**src/rtl/cpu_ctrl_pkg.sv**
```systemverilog
`default_nettype none
// ============================================================================
//  Module      : cpu_ctrl_pkg
//  Description : Shared types and constants for the MINI_CPU sequencer:
//                FSM state encoding, instruction classes, ALU opcodes and
//                instruction field bit positions.
//  Revision    : 1.0 - initial release
// ============================================================================
package cpu_ctrl_pkg;

    // Register file geometry
    localparam int NUM_REGS = 4;
    localparam int DATA_W   = 8;

    // Sequencer states
    typedef enum logic [2:0] {
        ST_IDLE   = 3'd0,
        ST_FETCH  = 3'd1,
        ST_DECODE = 3'd2,
        ST_EXEC   = 3'd3,
        ST_DONE   = 3'd4
    } state_t;

    // Instruction classes (bits [15:14])
    typedef enum logic [1:0] {
        CLS_ALU  = 2'b00,
        CLS_LDI  = 2'b01,
        CLS_BRZ  = 2'b10,
        CLS_HALT = 2'b11
    } iclass_t;

    // ALU operation codes driven on alu_op
    localparam logic [1:0] ALU_ADD = 2'b00;
    localparam logic [1:0] ALU_SUB = 2'b01;
    localparam logic [1:0] ALU_AND = 2'b10;
    localparam logic [1:0] ALU_OR  = 2'b11;

    // Instruction field bit positions
    localparam int CLS_MSB = 15;
    localparam int CLS_LSB = 14;
    localparam int OP_MSB  = 13;
    localparam int OP_LSB  = 12;
    localparam int RD_MSB  = 11;
    localparam int RD_LSB  = 10;
    localparam int RS1_MSB = 9;
    localparam int RS1_LSB = 8;
    localparam int RS2_MSB = 7;
    localparam int RS2_LSB = 6;
    localparam int IMM_MSB = 7;
    localparam int IMM_LSB = 0;

    // Extract the instruction class from a full instruction word
    function automatic iclass_t f_class(input logic [15:0] instr);
        return iclass_t'(instr[CLS_MSB:CLS_LSB]);
    endfunction

endpackage
`default_nettype wire

```
**src/rtl/cpu_regfile.sv**
```systemverilog
`default_nettype none
// ============================================================================
//  Module      : cpu_regfile
//  Description : 4 x 8-bit register file with two combinational read ports,
//                one combinational debug read port and one synchronous
//                write port. Synchronous active-high reset clears all entries.
//  Revision    : 1.0 - initial release
// ============================================================================
module cpu_regfile
    import cpu_ctrl_pkg::*;
(
    input  logic              clk,
    input  logic              rst,
    input  logic              i_we,
    input  logic [1:0]        i_wa,
    input  logic [DATA_W-1:0] i_wd,
    input  logic [1:0]        i_ra1,
    input  logic [1:0]        i_ra2,
    input  logic [1:0]        i_dbg_sel,
    output logic [DATA_W-1:0] o_rd1,
    output logic [DATA_W-1:0] o_rd2,
    output logic [DATA_W-1:0] o_dbg
);

    logic [DATA_W-1:0] r_regs [NUM_REGS];

    // Synchronous write port; reads see the pre-write value in the same cycle
    always_ff @(posedge clk) begin
        if (rst) begin
            for (int i = 0; i < NUM_REGS; i++) begin
                r_regs[i] <= '0;
            end
        end else if (i_we) begin
            r_regs[i_wa] <= i_wd;
        end
    end

    assign o_rd1 = r_regs[i_ra1];
    assign o_rd2 = r_regs[i_ra2];
    assign o_dbg = r_regs[i_dbg_sel];

endmodule
`default_nettype wire

```
**src/rtl/cpu_ctrl.sv**
```systemverilog
`default_nettype none
// ============================================================================
//  Module      : cpu_ctrl
//  Description : Multi-cycle FETCH/DECODE/EXEC sequencer for the MINI_CPU.
//                Fetches 16-bit instructions from a synchronous ROM, drives
//                the external 8-bit ALU, writes results to a 4 x 8 register
//                file and tracks the zero flag for BRZ.
//                Optional feature macro: CPU_CTRL_PERF_CNT_EN adds a
//                saturating retired-instruction counter output.
//  Revision    : 1.0 - initial release
// ============================================================================
module cpu_ctrl
    import cpu_ctrl_pkg::*;
#(
    parameter int PC_W = 8
) (
    input  logic            clk,
    input  logic            rst,
    input  logic            start,
    output logic            busy,
    output logic            done,
    output logic [PC_W-1:0] instr_addr,
    input  logic [15:0]     instr_data,
    output logic [7:0]      op_a,
    output logic [7:0]      op_b,
    output logic [1:0]      alu_op,
    input  logic [7:0]      result,
    input  logic            zero,
    input  logic [1:0]      dbg_sel,
    output logic [7:0]      dbg_data
`ifdef CPU_CTRL_PERF_CNT_EN
    ,
    output logic [15:0]     retired_cnt
`endif
);

    state_t          r_state;
    logic [PC_W-1:0] r_pc;
    logic [15:0]     r_ir;
    logic            r_zflag;
    logic            r_busy;
    logic            r_done;

    iclass_t         w_class;
    logic [1:0]      w_op;
    logic [1:0]      w_rd;
    logic [1:0]      w_rs1;
    logic [1:0]      w_rs2;
    logic [7:0]      w_imm;
    logic [PC_W-1:0] w_target;
    logic [PC_W-1:0] w_pc_inc;
    logic            w_exec;
    logic            w_alu_en;
    logic            w_rf_we;
    logic [7:0]      w_rf_wd;
    logic [7:0]      w_rd1;
    logic [7:0]      w_rd2;

    // Instruction field decode from the latched instruction register
    assign w_class  = f_class(r_ir);
    assign w_op     = r_ir[OP_MSB:OP_LSB];
    assign w_rd     = r_ir[RD_MSB:RD_LSB];
    assign w_rs1    = r_ir[RS1_MSB:RS1_LSB];
    assign w_rs2    = r_ir[RS2_MSB:RS2_LSB];
    assign w_imm    = r_ir[IMM_MSB:IMM_LSB];
    assign w_target = r_ir[PC_W-1:0];
    assign w_pc_inc = r_pc + PC_W'(1);

    assign w_exec   = (r_state == ST_EXEC);
    assign w_alu_en = w_exec && (w_class == CLS_ALU);
    assign w_rf_we  = w_exec && ((w_class == CLS_ALU) || (w_class == CLS_LDI));
    assign w_rf_wd  = (w_class == CLS_ALU) ? result : w_imm;

    cpu_regfile u_regfile (
        .clk       (clk),
        .rst       (rst),
        .i_we      (w_rf_we),
        .i_wa      (w_rd),
        .i_wd      (w_rf_wd),
        .i_ra1     (w_rs1),
        .i_ra2     (w_rs2),
        .i_dbg_sel (dbg_sel),
        .o_rd1     (w_rd1),
        .o_rd2     (w_rd2),
        .o_dbg     (dbg_data)
    );

    // ALU operands are forced to zero outside EXEC of an ALU instruction
    assign op_a       = w_alu_en ? w_rd1 : 8'h00;
    assign op_b       = w_alu_en ? w_rd2 : 8'h00;
    assign alu_op     = w_alu_en ? w_op  : ALU_ADD;
    assign instr_addr = (r_state == ST_FETCH) ? r_pc : '0;
    assign busy       = r_busy;
    assign done       = r_done;

    // Sequencer FSM with registered busy/done
    always_ff @(posedge clk) begin
        if (rst) begin
            r_state <= ST_IDLE;
            r_pc    <= '0;
            r_ir    <= '0;
            r_zflag <= 1'b0;
            r_busy  <= 1'b0;
            r_done  <= 1'b0;
        end else begin
            unique case (r_state)
                ST_IDLE: begin
                    r_done <= 1'b0;
                    if (start) begin
                        r_pc    <= '0;
                        r_zflag <= 1'b0;
                        r_busy  <= 1'b1;
                        r_state <= ST_FETCH;
                    end
                end
                ST_FETCH: begin
                    r_state <= ST_DECODE;
                end
                ST_DECODE: begin
                    r_ir    <= instr_data;
                    r_state <= ST_EXEC;
                end
                ST_EXEC: begin
                    unique case (w_class)
                        CLS_ALU: begin
                            r_zflag <= zero;
                            r_pc    <= w_pc_inc;
                            r_state <= ST_FETCH;
                        end
                        CLS_LDI: begin
                            r_pc    <= w_pc_inc;
                            r_state <= ST_FETCH;
                        end
                        CLS_BRZ: begin
                            r_pc    <= r_zflag ? w_target : w_pc_inc;
                            r_state <= ST_FETCH;
                        end
                        CLS_HALT: begin
                            r_busy  <= 1'b0;
                            r_done  <= 1'b1;
                            r_state <= ST_DONE;
                        end
                    endcase
                end
                ST_DONE: begin
                    r_done  <= 1'b0;
                    r_state <= ST_IDLE;
                end
                default: begin
                    r_state <= ST_IDLE;
                end
            endcase
        end
    end

`ifdef CPU_CTRL_PERF_CNT_EN
    logic [15:0] r_retired_cnt;

    // Saturating count of executed instructions, cleared on each accepted start
    always_ff @(posedge clk) begin
        if (rst) begin
            r_retired_cnt <= '0;
        end else if ((r_state == ST_IDLE) && start) begin
            r_retired_cnt <= '0;
        end else if (w_exec && (r_retired_cnt != 16'hFFFF)) begin
            r_retired_cnt <= r_retired_cnt + 16'd1;
        end
    end

    assign retired_cnt = r_retired_cnt;
`endif

endmodule
`default_nettype wire
```
**config.mk**
```make
export PLATFORM = sky130hd
export DESIGN_NAME = cpu_ctrl
export DESIGN_NICKNAME = d
export VERILOG_FILES = /design/src/rtl/cpu_ctrl_pkg.sv /design/src/rtl/cpu_regfile.sv /design/src/rtl/cpu_ctrl.sv
export SDC_FILE = /design/constraint.sdc
export NUM_CORES = 1
export LEC_CHECK = 0
export BUFFER_PORTS_ARGS = -buffer_cell sky130_fd_sc_hd__buf_2
export CORE_MARGIN = 2
export CORE_UTILIZATION = 62
export CTS_BUF_LIST = sky130_fd_sc_hd__clkbuf_4 sky130_fd_sc_hd__clkbuf_8
export DETAILED_ROUTE_END_ITERATION = 7
export PLACE_DENSITY = 0.95
export SLEW_MARGIN = 20
export SYNTH_ARGS = -nofsm -noshare
export SYNTH_HDL_FRONTEND = slang
export SYNTH_SLANG_ARGS = --single-unit
```
**constraint.sdc**
```tcl
create_clock -name clk -period 6.79 [get_ports clk]
set_input_delay 1.6975 -clock clk [delete_from_list [all_inputs] [get_ports clk]]
set_output_delay 1.6975 -clock clk [all_outputs]
set_load 0.03 [all_outputs]
```
Word-level counts from Yosys, hierarchy flattened. Memory sizes are Yosys's and may differ from the RTL's. A register that Yosys moved wholly into a read port is not among the register bits. Cells that the tools add are included. W data, S select, Z words.

Equality and inequality tests: 11. Reduce and logical (&&, ||, !) cells: 15. Add/subtract/negate cells: 1. Mux-type cells: 32.

Operators with widths (count): $mux W8 (7); $pmux W8 S2 (2); $mux W2 (6); $pmux W3 S4 (1); $mux W1 (11); $reduce_and A3 Y1 (3); $add A8 B1 Y8 const B (1); $reduce_or A8 Y1 (1); $eq A3 B2 Y1 const B (2); $pmux W1 S2 (3); $pmux W3 S2 (1); $eq A2 B2 Y1 const B (2); $ne A2 B1 Y1 const B (2); $reduce_bool A2 Y1 (2); $reduce_or A2 Y1 (2); $eq A3 B1 Y1 const B (1); $eq A3 B3 Y1 const B (1); $logic_not A3 Y1 (1); $mux W3 (1); $ne A3 B2 Y1 const B (1); $reduce_or A3 Y1 (1); $eq A2 B1 Y1 const B (1); $logic_and A1 B1 Y1 (2); $logic_not A2 Y1 (1); other kinds (3) (3).

Output and inout port bits: 36. Register bits: 30. Memory bits (writable): 32. Memories: 1. Input bits: 30. Word-level logic and storage cells: 66.

Memories: u_regfile.r_regs (depth 4, width 8, rd ports 3, clocked after memory_dff 2, write ports 4, line cpu_regfile.sv:25) `logic [DATA_W-1:0] r_regs [NUM_REGS];`.

Longest topological paths before layout.
Depth in word-level cells: 8. Gate-level depth with buffers: 6. Depth with buffers taken out: 5.

Modules after synthesis. Synthesis repeated with hierarchy kept, for this count alone.

Cells, all modules: 315. Area total of the unflattened synthesis: 3559.7 µm².

Modules (own cells, without submodules): cpu_regfile (area each 1868.0 µm², cells each 104, sequential area each 960.9 µm², times used 1); cpu_ctrl (area each 1691.6 µm², cells each 211, sequential area each 600.6 µm², times used 1).

Least setup slack after synthesis. OpenSTA, ideal clock, no wires.

Path type: input -> output. Start: input port dbg_sel[0]. End: output port dbg_data[0]. Setup slack: 2.304 ns. Buffers on the path: 1. Cell stages on the path: 2. Required time: 5.092 ns. Data arrival time: 2.788 ns. Cell sequence: clkbuf_1 mux4_2.

Longest elaborated chain between the ends: 1.

RTL lines: start, declared (line cpu_ctrl.sv:29) `input logic [1:0] dbg_sel,`; $mem_v2 Z4 W8; end, declared (line cpu_ctrl.sv:30) `output logic [7:0] dbg_data`.

Every way passes these cells.

Worst setup path after layout.
Start: input port dbg_sel[0]. End: output port dbg_data[4].

Same word-level chain as after synthesis.

==> impl.org <==
** Run status
- The flow ran to the end, and the final reports show no timing, DRC or antenna violations.

** Critical path
- Maximum cell stage delay along the critical path :: ~0.56 ns
- The critical path goes through buf_2, mux4_2, buf_2.
- Counting buffers and inverters, the worst setup path is 3 cells deep.
- On the critical path, the stage with the largest delay is an instance of mux4_2.
- On the critical path the largest part of the delay comes from multiplexers.
- The setup path with the least slack is of type in -> out.
- Critical-path maximum fanout :: 8
- Critical path required time :: 5.09 ns
- The worst setup path is captured at an output port.
- Arrival time at the worst endpoint :: 2.71 ns
- Combined buffer and inverter count along the critical path :: 2
- Critical Path Most Common Cell :: buf_2
- Launching element type of the critical path :: input pin
- For the worst flop-to-flop path, the logic depth is 4.

** Timing
- The number of max-slew violations in the final report came to 0.
- Setup repair after global routing missed its margin :: false
- The worst pin sits at a relative slew slack of about a third.
- Final Hold Slack :: roughly 0.46 ns
- Slew of the pin with the lowest slew margin :: 0.993 ns
- For this run, the top clock speed supported by timing is 227 MHz.
- Setup violators final :: 0
- In the final timing run, aggregate negative setup slack is 0 ns.
- Counting I/O delays and the setup requirement, the final critical path takes around 4.4 ns.
- Max Clock Skew :: between 0.004 and 0.005 ns
- The final critical path takes up 65.0% of the cycle.
- Setup slack on the critical path of the routed design comes to approximately 2.4 ns.
- The number of hold violations in the final report is 0.

** Synth
- Total of flip-flops plus latches after synthesis :: 66
- Compound-Gate Fraction of Synth Area :: 8.71%
- By area, the combinational part of the netlist is dominated by simple AND/OR/NAND/NOR gates.
- Dividing the synthesized area by the synthesized cell count gives roughly 11 um2.
- The number of nets in the synthesized netlist is 357.
- Fraction of synthesized cell area taken by the top area cell type :: about 28%
- XOR/XNOR share of the synthesized area :: 0.253%
- By area the synthesized netlist is led by edfxtp_1, dfxtp_1, mux4_2.
- Number of warnings printed during yosys synthesis :: 0
- Synthesis instantiated 44 different standard cells from the library.
- Share of cell area taken by muxes after synthesis :: approximately 18%
- After Yosys synthesis, full adders, half adders and majority gates account for less than 1% of the synthesized area.
- Fraction of the mapped netlist area in simple logic gates :: around a fifth
- Cell type contributing the most total cell area after synthesis :: edfxtp_1
- Synth Instances :: 326
- Of the synthesized area, sequential elements account for ~47%.
- Cell area after technology mapping :: ~3500 um2

** Floorplanning
- Initial Util :: a little under two thirds
- The region available for standard cell placement spans between 5000 and 6000 um2.
- Die Y :: roughly 79 um
- The floorplan has 27 rows.
- The die is 78.7 um wide.
- Die Outline Area :: a little over 6000 um2
- Total I/O pin count :: 66

** Power
- Static Leakage :: about 1.6 nW
- Pwr dens :: ~240 nW/um2
- After layout, the design draws a total of around 0.96 mW.
- Worst ir drop on vdd :: approximately 0.00012 V

** Hold path
- The worst hold path belongs to the class reg -> reg.
- Worst hold path depth :: 2

** Final layout
- Area growth from synthesis to final layout :: 14.3%
- End-of-flow core utilization :: 72.7%
- After routing the design area is 3960 um2.
- The multi-input combinational cells in the finished layout cover a total of 1680 um2.
- Count of nets after finishing :: between 400 and 500
- Leaving out filler cells and counting taps, the final layout contains roughly 450.
- FF/Latch Area :: between 1500 and 2000 um2
- The number of antenna diodes in the final layout is 0.
- Share of post-route cells with drive strength above 1 :: 29.6%
- The filler cells instantiated in the layout total roughly 390.

** Route
- TritonRoute pass-1 iters :: 5
- Initial drt markers :: 209
- After detailed routing, the average wire length per cell comes to roughly 18 um.
- The final route contains between 2000 and 3000 vias.
- DRC errors left :: 0
- Using the TritonRoute via totals, the vias-per-cell ratio works out to roughly 6.
- The final layout contains routed wiring with a total length of between 8000 and 9000 um.
- Antenna viol nets, final :: 0

** Clocking
- Clk buf depth :: 2
- Number of levels in the clock H-tree :: 3
- Buffers inserted to repair hold after CTS numbered 0.
- TritonCTS built the clock tree.
- Clock input transition at the sequential cells of the worst setup and hold paths :: 0.07 ns
- Clock insertion delay at the later pin of the skew report :: ~0.35 ns
- After clock tree synthesis, the repair step resized 0 gates.
- Post-CTS timing repair inserted 0 buffers for setup.
- Clock Sinks :: between 60 and 70
- The root buffer cell chosen for the clock tree is clkbuf_8.
- Clock buffers created by TritonCTS :: 9

** GRT
- Number of global-route vias before repair :: 2754
- Global routing usage on met1 :: between 30% and 40%
- M2 GR Usage :: between 50% and 60%
- Antenna violations before repair :: 0
- Pin count of the biggest net entering global routing :: 37
- Wire length of the first global-routing pass :: approximately 13000 um
- Aggregate global routing overflow :: 0
- The global routing stage identified its most utilized layer as met2.
- Global routing used slightly above 6% of the available met3 tracks.
- In the global route stage, overall resource usage came out at 28.8%.

** Placed design
- Once placement finished, the instance area stood at 3760 um2.
- Total placed cells including tap cells :: 435
- Routability cong. :: around 0.86
- After legalization and detailed placement, the total HPWL measured 6000 um.
- Count of input and output buffers :: between 60 and 70
- Worst-case setup slack after placement :: between 2 and 2.5 ns

** Run
- Number of maximum-capacitance violations :: 0
[cell usage after synthesis]
cell type	instances
nand2_1	38
nor2_1	37
dfxtp_1	34
edfxtp_1	32
a21oi_1	24
mux4_2	24
and3_1	20
clkbuf_1	19
and2_1	8
mux2i_1	8
nand3_1	8
inv_1	6
nand2b_1	6
nor3_1	6
buf_2	5
o21ai_0	4
a211oi_1	3
a31oi_1	3
buf_1	3
nand4_1	3
o32ai_1	3
a211o_1	2
and3b_1	2
nand3b_1	2
nor2_2	2
nor3b_1	2
o211ai_1	2
o31a_1	2
or3_1	2
or3b_1	2
a2bb2oi_1	1
a311oi_1	1
a31o_2	1
a41o_1	1
buf_6	1
ha_1	1
mux2_2	1
nand3b_4	1
nor4_1	1
o21a_1	1
or2_2	1
or4_1	1
or4b_2	1
xnor2_1	1
[final cells by class]
cell class / instances / share of cell area (%)
flip-flops and latches: 66 / 41.5
clock inverters: 7 / 1.74
repair buffers: 65 / 8.23
multi-input cells: 226 / 42.5
clock buffers: 9 / 3.13
well taps: 72 / 2.28
inverters: 6 / 0.569
[registers in the layout, summed over array words and instances (netlist names), named ones only]
| signal | flops |
|---|---|
| r_pc | 8 |
| u_regfile.r_regs | 32 |
| r_ir | 16 |
| r_zflag | 1 |
| r_state | 3 |
| done | 1 |
| busy | 1 |
[final timing paths]
kind | startpoint | to | slack, ns
worst max-delay path | dbg_sel[0] | dbg_data[4] | 2.38
worst min register to register | r_ir[13]$_SDFFE_PP0P_ | r_ir[13]$_SDFFE_PP0P_ | 0.46
worst min-delay path | r_ir[13]$_SDFFE_PP0P_ | r_ir[13]$_SDFFE_PP0P_ | 0.46
worst max register to register | r_state[1]$_SDFFE_PP0P_ | u_regfile.r_regs[0][1]$_SDFFCE_PN0P_ | 4.22
[power breakdown]
part / switching, mW / total (mW) / internal, mW
Combinational: 0.0906 / 0.156 / 0.0651
Sequential: 0.0348 / 0.475 / 0.441
Clock: 0.159 / 0.327 / 0.168
Total: 0.284 / 0.958 / 0.674
[cell usage in the layout (no fill, tap or decap), types with 9 or more instances in the layout]
cell      instances
and3_1           20
nor2_1           37
buf_2            65
nand2_1          38
dfxtp_1          34
a21oi_1          24
clkbuf_8          9
mux4_2           24
edfxtp_1         32
[metal layers]
metal / vias to the layer above / wire length (um)
met5: - / 0
met4: 0 / 222
met3: 22 / 540
li1: 1294 / -
met2: 136 / 4390
met1: 1319 / 3180
[worst reg2reg max path, stage by stage (launching register included)]
cell and delay, ns:
dfxtp_1 0.62, nand3b_4 0.17, or3_1 0.51, or3_1 0.53, nand2b_1 0.40
[logic make-up after synthesis]
logic type               Yosys count
adder cells (fa/ha/maj)            1
buffers and inverters             34
AO/OA/AOI/OAI                     48
multiplexers                      33
XOR/XNOR                           1
AND/OR/NAND/NOR                  143
flip-flops                        66
Note: power is estimated with default switching activity, not from simulation.
